--- config.mk ---
export PLATFORM = sky130hd
export DESIGN_NAME = sprite_pos_fetcher
export DESIGN_NICKNAME = d
export VERILOG_FILES = /design/src/rtl/sprite_pkg.sv /design/src/rtl/sprite_pos_fetcher_rd_tag_pipe.sv /design/src/rtl/sprite_pos_fetcher.sv
export SDC_FILE = /design/constraint.sdc
export NUM_CORES = 1
export LEC_CHECK = 0
export BUFFER_PORTS_ARGS = -buffer_cell sky130_fd_sc_hd__buf_2
export CORE_MARGIN = 4
export CORE_UTILIZATION = 62
export CTS_BUF_LIST = sky130_fd_sc_hd__clkbuf_8
export CTS_CLUSTER_DIAMETER = 80
export CTS_CLUSTER_SIZE = 16
export DETAILED_ROUTE_END_ITERATION = 6
export PLACE_DENSITY = 0.87
export SLEW_MARGIN = 25
export SYNTH_ARGS = -nofsm -noshare
export SYNTH_HDL_FRONTEND = slang
export SYNTH_SLANG_ARGS = --single-unit
--- constraint.sdc ---
create_clock -name clk -period 4.3 [get_ports clk]
set_input_delay 0 -clock clk [delete_from_list [all_inputs] [get_ports clk]]
set_output_delay 0 -clock clk [all_outputs]
set_load 0.02 [all_outputs]
--- src/rtl/sprite_pkg.sv ---
// Shared definitions for the sprite coordinate fetcher and its neighbours.
// Holds the fetch FSM state type, the default sprite-table placement used by
// the vga block and the software memory map, and the table word-index width.
package sprite_pkg;

  // Fetch sequencer states.
  typedef enum logic [1:0] {
    IDLE   = 2'd0,
    ISSUE  = 2'd1,
    DRAIN  = 2'd2,
    COMMIT = 2'd3
  } fetch_state_e;

  // Default location of the sprite coordinate table in data memory.
  localparam int unsigned SPRITE_BASE_ADDR   = 6000;
  localparam int unsigned SPRITE_ADDR_STRIDE = 4;
  localparam int unsigned SPRITE_NUM_DEFAULT = 3;

  // Bits needed to index the 2*N words of the table (X and Y per sprite).
  function automatic int unsigned word_idx_w(input int unsigned num_sprites);
    return $clog2(2 * num_sprites);
  endfunction

  localparam int unsigned WORD_IDX_W = $clog2(2 * SPRITE_NUM_DEFAULT);

endpackage

--- src/rtl/sprite_pos_fetcher_rd_tag_pipe.sv ---
// rd_tag_pipe: shift register carrying {valid, word index} alongside each
// memory read so the returning data can be steered to its shadow slot.
// Ports: in_vld/in_idx pushed every clock, out_vld/out_idx emerge DEPTH clocks
// later; reset synchronously flushes every stage to invalid.
module rd_tag_pipe #(
  parameter int unsigned DEPTH = 1,
  parameter int unsigned IDX_W = 3
) (
  input  logic             clk,
  input  logic             reset,
  input  logic             in_vld,
  input  logic [IDX_W-1:0] in_idx,
  output logic             out_vld,
  output logic [IDX_W-1:0] out_idx
);

  logic [DEPTH-1:0] vld_q;
  logic [DEPTH-1:0] vld_d;
  logic [IDX_W-1:0] idx_q [DEPTH];
  logic [IDX_W-1:0] idx_d [DEPTH];

  always_comb begin
    vld_d    = '0;
    vld_d[0] = in_vld;
    idx_d[0] = in_idx;
    for (int i = 1; i < int'(DEPTH); i++) begin
      vld_d[i] = vld_q[i-1];
      idx_d[i] = idx_q[i-1];
    end
  end

  always_ff @(posedge clk) begin
    if (reset) begin
      vld_q <= '0;
      for (int i = 0; i < int'(DEPTH); i++) begin
        idx_q[i] <= '0;
      end
    end else begin
      vld_q <= vld_d;
      for (int i = 0; i < int'(DEPTH); i++) begin
        idx_q[i] <= idx_d[i];
      end
    end
  end

  assign out_vld = vld_q[DEPTH-1];
  assign out_idx = idx_q[DEPTH-1];

endmodule

--- src/rtl/sprite_pos_fetcher.sv ---
// sprite_pos_fetcher: on each frame_start, reads the 2*NUM_SPRITES word X/Y
// table through the memory read port into shadow registers, then commits all
// coordinates to pos_x/pos_y on a single edge so no sprite tears mid-frame.
// Ports: frame_start in; mem_rd/mem_addr out, mem_data in (READ_LATENCY);
// pos_x/pos_y packed per sprite; busy, frame_done pulse, sticky overrun.
module sprite_pos_fetcher
  import sprite_pkg::*;
#(
  parameter int unsigned WIDTH        = 16,
  parameter int unsigned NUM_SPRITES  = SPRITE_NUM_DEFAULT,
  parameter int unsigned BASE_ADDR    = SPRITE_BASE_ADDR,
  parameter int unsigned ADDR_STRIDE  = SPRITE_ADDR_STRIDE,
  parameter int unsigned READ_LATENCY = 1
) (
  input  logic                         clk,
  input  logic                         reset,
  input  logic                         frame_start,
  output logic                         mem_rd,
  output logic [WIDTH-1:0]             mem_addr,
  input  logic [WIDTH-1:0]             mem_data,
  output logic [NUM_SPRITES*WIDTH-1:0] pos_x,
  output logic [NUM_SPRITES*WIDTH-1:0] pos_y,
  output logic                         busy,
  output logic                         frame_done,
  output logic                         overrun
);

  localparam int unsigned NUM_WORDS = 2 * NUM_SPRITES;
  localparam int unsigned IDX_W     = word_idx_w(NUM_SPRITES);

  localparam logic [IDX_W-1:0] LAST_IDX = IDX_W'(NUM_WORDS - 1);
  localparam logic [WIDTH-1:0] BASE_W   = WIDTH'(BASE_ADDR);
  localparam logic [WIDTH-1:0] STRIDE_W = WIDTH'(ADDR_STRIDE);

  fetch_state_e                 state_q, state_d;
  logic [IDX_W-1:0]             idx_q, idx_d;
  logic                         mem_rd_q, mem_rd_d;
  logic [WIDTH-1:0]             mem_addr_q, mem_addr_d;
  logic [NUM_WORDS*WIDTH-1:0]   shadow_q, shadow_d;
  logic [NUM_SPRITES*WIDTH-1:0] pos_x_q, pos_x_d;
  logic [NUM_SPRITES*WIDTH-1:0] pos_y_q, pos_y_d;
  logic                         busy_q, busy_d;
  logic                         frame_done_q, frame_done_d;
  logic                         overrun_q, overrun_d;

  logic                         tag_vld;
  logic [IDX_W-1:0]             tag_idx;

  // Each ISSUE cycle launches one read; its tag leaves the pipe exactly when
  // the matching word is present on mem_data.
  rd_tag_pipe #(
    .DEPTH (READ_LATENCY),
    .IDX_W (IDX_W)
  ) u_rd_tag_pipe (
    .clk     (clk),
    .reset   (reset),
    .in_vld  (state_q == ISSUE),
    .in_idx  (idx_q),
    .out_vld (tag_vld),
    .out_idx (tag_idx)
  );

  always_comb begin
    state_d      = state_q;
    idx_d        = idx_q;
    mem_rd_d     = 1'b0;
    mem_addr_d   = mem_addr_q;
    shadow_d     = shadow_q;
    pos_x_d      = pos_x_q;
    pos_y_d      = pos_y_q;
    frame_done_d = 1'b0;
    overrun_d    = overrun_q;

    // Returning read data lands in the shadow slot named by its tag.
    if (tag_vld) begin
      for (int k = 0; k < int'(NUM_WORDS); k++) begin
        if (tag_idx == IDX_W'(k)) begin
          shadow_d[k*WIDTH +: WIDTH] = mem_data;
        end
      end
    end

    // A new frame while any fetch work is outstanding (including the commit
    // cycle itself) is dropped and flagged rather than restarting the walk.
    if (frame_start && (state_q != IDLE)) begin
      overrun_d = 1'b1;
    end

    case (state_q)
      IDLE: begin
        if (frame_start) begin
          state_d    = ISSUE;
          idx_d      = '0;
          mem_rd_d   = 1'b1;
          mem_addr_d = BASE_W;
        end
      end
      ISSUE: begin
        if (idx_q == LAST_IDX) begin
          state_d = DRAIN;
        end else begin
          idx_d      = idx_q + IDX_W'(1);
          mem_rd_d   = 1'b1;
          // Wraps modulo 2^WIDTH by construction.
          mem_addr_d = mem_addr_q + STRIDE_W;
        end
      end
      DRAIN: begin
        // The last word is written to shadow on this same edge, so COMMIT
        // on the next cycle sees the complete table.
        if (tag_vld && (tag_idx == LAST_IDX)) begin
          state_d = COMMIT;
        end
      end
      COMMIT: begin
        for (int i = 0; i < int'(NUM_SPRITES); i++) begin
          pos_x_d[i*WIDTH +: WIDTH] = shadow_q[(2*i)*WIDTH +: WIDTH];
          pos_y_d[i*WIDTH +: WIDTH] = shadow_q[(2*i+1)*WIDTH +: WIDTH];
        end
        frame_done_d = 1'b1;
        state_d      = IDLE;
      end
      default: begin
        state_d = IDLE;
      end
    endcase

    busy_d = (state_d != IDLE);
  end

  always_ff @(posedge clk) begin
    if (reset) begin
      state_q      <= IDLE;
      idx_q        <= '0;
      mem_rd_q     <= 1'b0;
      mem_addr_q   <= BASE_W;
      shadow_q     <= '0;
      pos_x_q      <= '0;
      pos_y_q      <= '0;
      busy_q       <= 1'b0;
      frame_done_q <= 1'b0;
      overrun_q    <= 1'b0;
    end else begin
      state_q      <= state_d;
      idx_q        <= idx_d;
      mem_rd_q     <= mem_rd_d;
      mem_addr_q   <= mem_addr_d;
      shadow_q     <= shadow_d;
      pos_x_q      <= pos_x_d;
      pos_y_q      <= pos_y_d;
      busy_q       <= busy_d;
      frame_done_q <= frame_done_d;
      overrun_q    <= overrun_d;
    end
  end

  assign mem_rd     = mem_rd_q;
  assign mem_addr   = mem_addr_q;
  assign pos_x      = pos_x_q;
  assign pos_y      = pos_y_q;
  assign busy       = busy_q;
  assign frame_done = frame_done_q;
  assign overrun    = overrun_q;

endmodule
==> metrics.md <==
| Metric | Value |
|---|---|
| Status | `finished clean` |
| Top Layer Used | `met4` |
| Crit path arrival time | `2.58 ns` |
| Crit Path Class | `reg -> reg` |
| Net switching power | `703 µW` |
| Synth-to-Final Area Change | `14.4%` |
| Share of the synthesized area in the top cell type | `57.0%` |
| Met2 wire len | `8880 µm` |
| CP Cell Sequence | `inv_1, ha_1, and3_1, or4_1, or3_1, a21oi_1` |
| Setup Viol. Count Final | `0` |
| #FFs+latches synth | `219` |
| CTS root buf | `clkbuf_8` |
| Fmax | `463 MHz` |
| Avg Synthesized Cell Area | `7.93 µm²` |
| CP max stage cell | `or4_1` |
| Crit. End Element | `flip-flop` |
| Crit share post-route | `50.2%` |
| Top Ports | `135` |
| Grt total ovfl | `0` |
| Pins Over Slew Limit | `0` |
| Worst-Margin Slew | `0.998 ns` |
| Clock power frac | `30.8%` |
| Total of max-cap violations | `0` |
| Final setup skew | `0.0103 ns` |
| Skew-Pair Late Insertion Delay | `0.49 ns` |
| Top delay family on crit path | `simple AND/OR/NAND/NOR gates` |
| First-pass GRT wire length | `29500 µm` |
| Routed met3 length | `1300 µm` |
| Area contributors post-synth | `dfxtp_1, nand2_1, a21oi_1, clkbuf_1, nor2_1` |
| First-pass iteration count of the detailed router | `6` |
| 1st-iter DRT viols | `775` |
| Fill count | `972` |
| Async S/R FF share, synth | `0%` |
| Cell taking the most area after synthesis | `dfxtp_1` |
| Max stage delay on crit path | `0.68 ns` |
| Combinational Power Share | `3.9%` |
| Vias | `6741` |
| Max FO, Critical Path | `9` |
| Initial Util | `63.8%` |
| Sw Ratio | `22.4%` |
| Post-Layout Cell Count | `1249` |
| Worst Setup Start Kind | `flip-flop` |
| Worst slew margin | `33.1%` |
| Worst Path Required | `4.72 ns` |
| Final hold vios | `0` |
| Postcts setup bufs | `0` |
| Drt wl/cell | `15.0 µm` |
| Multi-input logic area | `0.00308 mm²` |
| Setup TNS | `0 ns` |
| IO Port Bufs | `132` |
| RePlAce Congestion | `0.785` |
| Maximum root-to-sink buffer count | `3` |
| Min-delay worst type | `in -> reg` |
| Mapped Area | `0.00769 mm²` |
| Via density | `5.40` |
| Largest net degree at the start of global routing | `135` |
| Top FF cell, synth | `dfxtp_1` |
| FF+latch area | `0.00438 mm²` |
| Yosys Warn Count | `0` |
| Diode count | `0` |
| Post-Synthesis Cells | `970` |
| CTS tree | `built` |
| H-Tree Depth | `1` |
| Total GRT Usage | `25.0%` |
| Cell count after placement | `1213` |
| Hold_ws | `0.0583 ns` |
| Cell-internal power | `2.44 mW` |
| Reg clk slew, reported paths | `0.10 ns` |
| Num CTS Buffers | `17` |
| Metal-1 WL | `7900 µm` |
| CTS sink count | `219` |
| Die area | `0.0143 mm²` |
| DRC violations left | `0` |
| Sequential element share of the synthesized area | `57.0%` |
| Share of post-route cells with drive strength above 1 | `15.0%` |
| Post-synth EDFFs | `0` |
| Initial antenna violation count | `0` |
| Yosys cell types | `35` |
| Power Density | `357 mW/mm²` |
| CP bufs+invs | `1` |
| VDD IR max | `0.241 mV` |
| Routed Antenna Nets | `0` |
| Core ar. | `0.0121 mm²` |
| RSZ-0062 raised after global routing | `false` |
| LEAKAGE | `3.24 nW` |
| Vias in the first global route | `6020` |
| Die X | `119 µm` |
| Routed WL | `18700 µm` |
| Post-route minimum period | `2.16 ns` |
| Die Y | `119 µm` |
| Register share of total power | `65.3%` |
| Detailed Place HPWL | `11700 µm` |
| Rows | `40` |
| Fin nets | `1103` |
[sequential cells by signal, summed over array words and instances (netlist names)]
| signal | flops |
|---|---|
| u_rd_tag_pipe.idx_q | 3 |
| idx_q | 3 |
| pos_y | 48 |
| overrun | 1 |
| pos_x | 48 |
| busy | 1 |
| mem_addr | 14 |
| u_rd_tag_pipe.out_vld | 1 |
| shadow_q | 96 |
| state_q | 2 |
| mem_rd | 1 |
| frame_done | 1 |
[logic make-up (layout without fill, tap and decap cells)]
family | after synthesis | count (layout) | synth area share (%)
and+or+nand+nor | 462 | 462 | 24.1
DFF | 219 | 219 | 57.0
AOI/OAI and AO/OA | 214 | 214 | 14.2
buffers and inverters | 64 | 174 | 3.37
xor gates and xnor gates | 7 | 7 | 0.797
adders and majority gates | 3 | 3 | 0.488
other | 1 | 2 | 0.0487
[through the flow]
| step | util, % | setup WS [ns] | cell area, µm² | total power, mW |
|---|---|---|---|---|
| 2_1_floorplan | - | 2.27 | 7700 | 2.15 |
| 3_3_place_gp | 69.4 | 2.23 | 8370 | 2.20 |
| 3_5_place_dp | 69.4 | 2.16 | 8370 | 2.20 |
| 4_1_cts | 72.8 | 2.12 | 8780 | 3.16 |
| 5_1_grt | 73.0 | 1.99 | 8800 | 3.25 |
| 6_report | 73.0 | 2.14 | 8800 | 3.14 |
[repair_timing]
item                                   in CTS  in global routing
hold buffers                               17                  0
endpoints found under the hold margin     108                  0
resized for setup                           0                  0
[final timing paths]
path / end / start / slack (ns) / cells past startpoint
max: mem_addr[14] / idx_q[1] / 2.14 / 6
min: state_q[0] / reset / 0.06 / 2
max reg2reg: mem_addr[14] / idx_q[1] / 2.14 / 6
min reg2reg: overrun / overrun / 0.45 / 2
[power by group through the flow]
stage | Sequential [mW] | Combinational (mW) | Clock, mW
2_1_floorplan | 2.10 | 0.0588 | 0
3_5_place_dp | 2.10 | 0.106 | 0
6_report | 2.05 | 0.121 | 0.967
5_1_grt | 2.05 | 0.129 | 1.07
4_1_cts | 2.05 | 0.118 | 0.988
3_3_place_gp | 2.10 | 0.106 | 0
[synth_stat cells (3+ instances only)]
cell type,number
nand2b_1,7
nand2_1,401
nor3_1,4
o21ai_0,6
clkbuf_1,52
or3_1,4
dfxtp_1,219
nand3_1,6
buf_2,3
a21oi_1,200
buf_1,4
nand3b_1,3
xnor2_1,5
nor2_1,16
nand4_1,3
or4_1,3
ha_1,3
nor2b_1,5
[layout by cell type (no fill, tap or decap), types with 3 or more instances in the layout]
cell,count
a21oi_1,200
buf_2,131
buf_4,4
clkbuf_8,17
dfxtp_1,219
dlygate4sd3_1,17
ha_1,3
nand2_1,400
nand2b_1,7
nand3_1,6
nand3b_1,3
nand4_1,3
nor2_1,13
nor2_2,3
nor2b_1,5
nor3_1,3
o21ai_0,6
or3_1,4
or4_1,3
xnor2_1,5
[routing by layer]
| metal | vias to the layer above | track usage (%) |
|---|---|---|
| li1 | 3352 | - |
| met4 | 0 | 8.52 |
| met2 | 236 | 41.4 |
| met1 | 3106 | 33.1 |
| met5 | - | 0 |
| met3 | 47 | 4.32 |
[cell type report]
class	count	share of cell area, %
multi-input cells	688	35.0
clock buffers	17	2.66
well taps	168	2.39
clock inverters	2	0.171
inverters	2	0.0853
flip-flops and latches	219	49.8
repair buffers	153	9.85
(Power assumes the default switching activity.)
